`config.mk`:
```
export PLATFORM = sky130hd
export DESIGN_NAME = edf_ic_nested
export DESIGN_NICKNAME = d
export VERILOG_FILES = /design/src/rtl/edf_ic_nested.sv
export SDC_FILE = /design/constraint.sdc
export NUM_CORES = 2
export LEC_CHECK = 0
export ABC_AREA = 1
export CORE_MARGIN = 2
export CORE_UTILIZATION = 50
export DETAILED_ROUTE_END_ITERATION = 8
export PLACE_DENSITY = 0.76
export SLEW_MARGIN = 20
export SYNTH_ARGS = -nofsm -noshare
export SYNTH_HDL_FRONTEND = slang
export SYNTH_SLANG_ARGS = --single-unit
```
`constraint.sdc`:
```
create_clock -name clk_i -period 16.37 [get_ports clk_i]
set_input_delay 4.0925 -clock clk_i [delete_from_list [all_inputs] [get_ports clk_i]]
set_output_delay 4.0925 -clock clk_i [all_outputs]
set_load 0.05 [all_outputs]
```
`src/rtl/edf_ic_nested.sv`:
```
// EDF interrupt controller with nested preemption, claim/complete
// handshake and deadline-miss detection.
module edf_ic_nested #(
    parameter int unsigned NrIrqs    = 8,
    parameter int unsigned TsWidth   = 24,
    parameter int unsigned NestDepth = 4,
    localparam int unsigned IdWidth  = $clog2(NrIrqs),
    localparam int unsigned LvlWidth = $clog2(NestDepth + 1)
) (
    input  logic                clk_i,
    input  logic                rst_ni,
    input  logic                cfg_req_i,
    input  logic                cfg_we_i,
    input  logic [31:0]         cfg_addr_i,
    input  logic [31:0]         cfg_wdata_i,
    output logic [31:0]         cfg_rdata_o,
    input  logic [63:0]         mtime_i,
    input  logic [NrIrqs-1:0]   irq_i,
    output logic                irq_valid_o,
    output logic [IdWidth-1:0]  irq_id_o,
    output logic [TsWidth-1:0]  irq_dl_o,
    input  logic                irq_claim_i,
    input  logic                irq_complete_i,
    output logic                irq_miss_o,
    output logic [IdWidth-1:0]  miss_id_o,
    output logic [LvlWidth-1:0] nest_lvl_o
);
    localparam int unsigned StkW = (NestDepth > 1) ? $clog2(NestDepth) : 1;
    localparam logic [LvlWidth-1:0] MaxLvl = LvlWidth'(NestDepth);

    function automatic logic earlier(input logic [TsWidth-1:0] a,
                                     input logic [TsWidth-1:0] b);
        logic [TsWidth-1:0] d;
        d = a - b;
        return d[TsWidth-1];
    endfunction

    logic [NrIrqs-1:0]  ie_q, ie_d, ip_q, ip_d, typ_q, typ_d, pol_q, pol_d;
    logic [NrIrqs-1:0]  miss_q, miss_d, ins_q, ins_d, prev_q;
    logic [NrIrqs-1:0]  mpend_q, mpend_d;
    logic [TsWidth-1:0] rel_q [NrIrqs];
    logic [TsWidth-1:0] rel_d [NrIrqs];
    logic [TsWidth-1:0] abs_q [NrIrqs];
    logic [TsWidth-1:0] abs_d [NrIrqs];
    logic [IdWidth-1:0] stk_id_q [NestDepth];
    logic [IdWidth-1:0] stk_id_d [NestDepth];
    logic [TsWidth-1:0] stk_dl_q [NestDepth];
    logic [TsWidth-1:0] stk_dl_d [NestDepth];
    logic [LvlWidth-1:0] lvl_q, lvl_d;
    logic               valid_q, valid_d, mo_q, mo_d;
    logic [IdWidth-1:0] id_q, id_d, mid_q, mid_d, top_id, best_id;
    logic [TsWidth-1:0] dl_q, dl_d, best_dl, top_dl, now, wrel;
    logic [NrIrqs-1:0]  hit, trig, newmiss, mcand, elig;
    logic               wr0, claim_ok, pop_ok, found;
    logic [IdWidth-1:0] widx;

    assign now  = mtime_i[TsWidth-1:0];
    assign wrel = cfg_wdata_i[8 +: TsWidth];
    assign widx = cfg_addr_i[IdWidth+1:2];
    assign wr0  = cfg_req_i & cfg_we_i & ~cfg_addr_i[IdWidth+2];

    logic unused_bits;
    assign unused_bits = ^{mtime_i, cfg_addr_i, cfg_wdata_i};

    always_comb begin
        cfg_rdata_o = '0;
        if (cfg_req_i && !cfg_we_i) begin
            if (!cfg_addr_i[IdWidth+2]) begin
                cfg_rdata_o = {24'(rel_q[widx]), 3'b0, miss_q[widx],
                               pol_q[widx], typ_q[widx], ip_q[widx],
                               ie_q[widx]};
            end else begin
                cfg_rdata_o = 32'(abs_q[widx]);
            end
        end
    end

    always_comb begin
        ie_d = ie_q; ip_d = ip_q; typ_d = typ_q; pol_d = pol_q;
        miss_d = miss_q; ins_d = ins_q;
        rel_d = rel_q; abs_d = abs_q;
        stk_id_d = stk_id_q; stk_dl_d = stk_dl_q; lvl_d = lvl_q;
        hit = '0; trig = '0; newmiss = '0;
        claim_ok = irq_claim_i & valid_q & ~irq_complete_i & (lvl_q < MaxLvl);
        pop_ok = irq_complete_i & (lvl_q != '0);
        top_id = stk_id_q[StkW'(lvl_q - LvlWidth'(1))];
        for (int i = 0; i < NrIrqs; i++) begin
            hit[i] = typ_q[i] ? (pol_q[i] ? (prev_q[i] & ~irq_i[i])
                                          : (irq_i[i] & ~prev_q[i]))
                              : (irq_i[i] ^ pol_q[i]);
            trig[i] = hit[i] & ~ip_q[i] & ~ins_q[i];
            newmiss[i] = (ip_q[i] | ins_q[i]) & ~miss_q[i] &
                         ~earlier(now, abs_q[i]);
            if (newmiss[i]) miss_d[i] = 1'b1;
            if (wr0 && widx == IdWidth'(i)) begin
                rel_d[i] = wrel;
                pol_d[i] = cfg_wdata_i[3];
                typ_d[i] = cfg_wdata_i[2];
                ie_d[i]  = cfg_wdata_i[0];
                ip_d[i]  = cfg_wdata_i[1];
                if (cfg_wdata_i[1]) abs_d[i] = now + wrel;
                if (cfg_wdata_i[4]) miss_d[i] = 1'b0;
            end
            // Hardware trigger uses the stored rel_dl and overrides the write
            if (trig[i]) begin
                ip_d[i]  = 1'b1;
                abs_d[i] = now + rel_q[i];
            end
        end
        if (claim_ok) begin
            ip_d[id_q]  = 1'b0;
            ins_d[id_q] = 1'b1;
            stk_id_d[StkW'(lvl_q)] = id_q;
            stk_dl_d[StkW'(lvl_q)] = dl_q;
            lvl_d = lvl_q + LvlWidth'(1);
        end else if (pop_ok) begin
            ins_d[top_id] = 1'b0;
            lvl_d = lvl_q - LvlWidth'(1);
        end
    end

    always_comb begin
        mcand = mpend_q | newmiss;
        mo_d = 1'b0;
        mid_d = '0;
        for (int i = NrIrqs - 1; i >= 0; i--) begin
            if (mcand[i]) begin
                mo_d  = 1'b1;
                mid_d = IdWidth'(i);
            end
        end
        mpend_d = mcand;
        if (mo_d) mpend_d[mid_d] = 1'b0;
    end

    // Arbitrate against the post-claim/complete stack so a claimed line drops at once
    always_comb begin
        elig = ie_q & ip_q & ~ins_d;
        found = 1'b0;
        best_id = '0;
        best_dl = '0;
        for (int i = 0; i < NrIrqs; i++) begin
            if (elig[i] && (!found || earlier(abs_q[i], best_dl))) begin
                found   = 1'b1;
                best_id = IdWidth'(i);
                best_dl = abs_q[i];
            end
        end
        top_dl = stk_dl_d[StkW'(lvl_d - LvlWidth'(1))];
        valid_d = found && (lvl_d == '0 ||
                  (lvl_d < MaxLvl && earlier(best_dl, top_dl)));
        id_d = best_id;
        dl_d = best_dl;
    end

    always_ff @(posedge clk_i or negedge rst_ni) begin
        if (!rst_ni) begin
            ie_q <= '0; ip_q <= '0; typ_q <= '0; pol_q <= '0;
            miss_q <= '0; ins_q <= '0; prev_q <= '0; mpend_q <= '0;
            for (int i = 0; i < NrIrqs; i++) begin
                rel_q[i] <= '0;
                abs_q[i] <= '0;
            end
            for (int i = 0; i < NestDepth; i++) begin
                stk_id_q[i] <= '0;
                stk_dl_q[i] <= '0;
            end
            lvl_q <= '0; valid_q <= 1'b0; id_q <= '0; dl_q <= '0;
            mo_q <= 1'b0; mid_q <= '0;
        end else begin
            ie_q <= ie_d; ip_q <= ip_d; typ_q <= typ_d; pol_q <= pol_d;
            miss_q <= miss_d; ins_q <= ins_d; prev_q <= irq_i;
            mpend_q <= mpend_d;
            rel_q <= rel_d; abs_q <= abs_d;
            stk_id_q <= stk_id_d; stk_dl_q <= stk_dl_d;
            lvl_q <= lvl_d; valid_q <= valid_d; id_q <= id_d; dl_q <= dl_d;
            mo_q <= mo_d; mid_q <= mid_d;
        end
    end

    assign irq_valid_o = valid_q;
    assign irq_id_o    = id_q;
    assign irq_dl_o    = dl_q;
    assign irq_miss_o  = mo_q;
    assign miss_id_o   = mid_q;
    assign nest_lvl_o  = lvl_q;
endmodule

```
==> impl_metrics.ini <==
[outcome]
status = complete, but fails checks
violations = DRC, setup timing

[hold_path]
hold_class = register to register
hold_depth = 2
min_from = stk_id_q[0]
min_to = stk_id_q[0]

[critical_path]
crit_path_frequent_cell = nand2_2
slowest_delay_ns = 0.42
worst_r2r_endpoint = irq_valid_o
crit_required_ns = 16.99
crit_slowest_cell = or4_1
startpoint = irq_claim_i
critical_path_class = input pin to register
cp_max_fo = 11
worst-r2r-setup-slack_ns = -0.55
arrival_ns = 20.03
worstReg2RegStart = nest_lvl_o[0]
crit_path_end_kind = register
reg2regPathDepth = 115
cp-start-kind = input pin

[floorplan]
dieArea_mm2 = 0.09024
initial_core_util = 0.5055
die_width_um = 300.4
die_y_um = 300.4
placementRows = 108
io_pins = 209
core_area_mm2 = 0.08689

[clock_tree]
cts.sinks = 591
clock_latency_ns = 0.69
clockBufferDepth = 3
ctsHoldBuffers = 0
cts_inserted_buffers = 74
clk_pin_slew_ns = 0.07
cts_max_level = 3
root_buffer = clkbuf_16
cts_tree = built

[layout]
final_cell_mix = nand2_1 (1127), inv_1 (619), dfrtp_1 (591)
fin_nets = 6888
final_core_util = 0.6411
drive_above_1_share = 0.1710
stdcell_count = 7402
final_common_cell = nand2_1
area_delta_synth_final_pct = 26.82

[global_routing]
grtUsageMet2 = 0.6516
grt_max_degree = 150
grt_pass1_wl_um = 294300
overflow = 0
grtUsageTotal = 0.4446
antenna_found_initial = 12
grt-busiest-layer = met2
met3_usage = 0.1534
grt_pass1_vias = 45640
use_met1 = 0.5261

[timing]
worst_pin_slew_ns = 1.374
slew_headroom = 0.07408
max_freq_mhz = 51.52
finClkSkew_ns = 0.05619
setup_viol = 28
grt_setup_unrepaired = true
finalHoldViolCount = 0
fin_crit_sh = 1.186
hold_ws_ns = 0.4803
finalWorstSetupSlack_ns = -3.038
period_needed_ns = 19.41
finalSetupTns_ns = -46.87
slew_violations = 0

[run]
max_cap_violations = 0

[detailed_routing]
drt-total-wl_um = 211300
first_iter_violations = 6451
routedWlPerCell_um = 28.55
ant_nets = 0
route.detailed.drc = 4
vias = 48910
avgViaCountPerCell = 6.608
drt_pass1_iterations = 9

[placed_design]
dpl.hpwl_um = 147300
place_inst = 7144
gp_congestion = 1.071
portBuffers = 137

[synth]
yosysUniqueCellTypes = 65
synthTopCellsByArea = dfrtp_1 (34%), ha_1 (16%), nand2_1 (11%)
netlist.top_cell.by_area = dfrtp_1
synth_seq_area_share = 0.3367
syn_inst = 5678
synth_edf_count = 0
ys.flop_type = dfrtp_1
syn_area_mm2 = 0.04393
synth_warnings = 0
ys_ff_latch = 591
ys_async_sr_fraction = 1.000
syn_nets = 6393
avgSynthCellArea_um2 = 7.736
synth_top_area_frac = 0.3367
-- layer usage --
| metal | vias to the layer above | wire, um | share of wire |
|---|---|---|---|
| li1 | 20920 | - | - |
| met1 | 22810 | 72670 | 0.34 |
| met2 | 3896 | 86630 | 0.41 |
| met3 | 1274 | 29150 | 0.14 |
| met4 | 10 | 22790 | 0.11 |
| met5 | - | 70 | 0.00033 |
-- worst max path at each step --
stage	to	slack [ns]
4_1_cts	irq_valid_o	-2.27
3_3_place_gp	irq_valid_o	-3.64
5_1_grt	irq_valid_o	-3.58
6_report	irq_valid_o	-3.04
2_1_floorplan	irq_valid_o	-1.19
3_5_place_dp	irq_valid_o	-4.09
-- synthesized netlist by cell type (all sizes together) (4+ instances only) --
cell	n
nand2	1259
o21ai	740
inv	627
dfrtp	591
ha	564
a21oi	516
nor2	253
clkbuf	197
o221ai	180
nand3	135
o22ai	78
xor2	57
nand4	53
a22oi	44
a211oi	39
o211ai	39
a221oi	31
a31oi	26
buf	26
a32o	24
or2	24
xnor2	20
nor3	18
o2111ai	17
o31ai	15
o311ai	12
and2	11
fa	9
o221a	9
clkinv	8
o21a	8
a41oi	6
nor4	6
a21o	5
o21bai	5
o41ai	5
nor3b	4
-- logic make-up after synthesis --
group | Yosys count | synth area share
xor gates and xnor gates | 77 | 0.01535
DFF | 591 | 0.3367
buffers and inverters | 858 | 0.07389
AOI/OAI and AO/OA | 1810 | 0.2452
adders and majority gates | 573 | 0.1648
and+or+nand+nor | 1768 | 0.1640
other | 1 | 0.00008537
-- critical path, delay by kind of cell --
kind,cells,cell delay [ns]
buffers and inverters,17,2.50
AOI/OAI and AO/OA,22,3.05
and+or+nand+nor,65,8.12
adders and majority gates,8,2.20
-- registers in the layout (all words and copies together) (netlist names) --
name,flops
abs_q,192
rel_q,192
stk_dl_q,96
irq_dl_o,24
stk_id_q,12
ie_q,8
ins_q,8
ip_q,8
miss_q,8
mpend_q,8
pol_q,8
prev_q,8
typ_q,8
irq_id_o,3
miss_id_o,3
nest_lvl_o,3
irq_miss_o,1
irq_valid_o,1
-- stage by stage --
stage          cell area (um^2)  worst slack, ns
3_3_place_gp              49130           -3.644
5_1_grt                   55680           -3.584
2_1_floorplan             44260           -1.190
3_5_place_dp              49130           -4.095
4_1_cts                   53340           -2.271
6_report                  55710           -3.038
-- what timing repair did --
item / in CTS / in global routing
endpoints found under the hold margin: 0 / 0
setup endpoints to repair: 28 / 28
gates resized for setup: 243 / 422
setup buffers: 38 / 66
cloned: 21 / 6
pin swaps: 57 / 133
-- final cells by class --
cell class / instances / area (um^2)
Sequential cell: 591 / 14790
Timing Repair inverter: 3 / 26.28
Tap cell: 1155 / 1445
Inverter: 635 / 2399
Clock inverter: 31 / 461.7
Multi-Input combinational cell: 4235 / 28520
Fill cell: 7120 / 31180
Timing Repair Buffer: 633 / 5833
Clock buffer: 106 / 2202
Antenna cell: 13 / 32.53
Power is not shown: default switching activity piles up to over one toggle a cycle in this logic, so the estimate is an artifact.
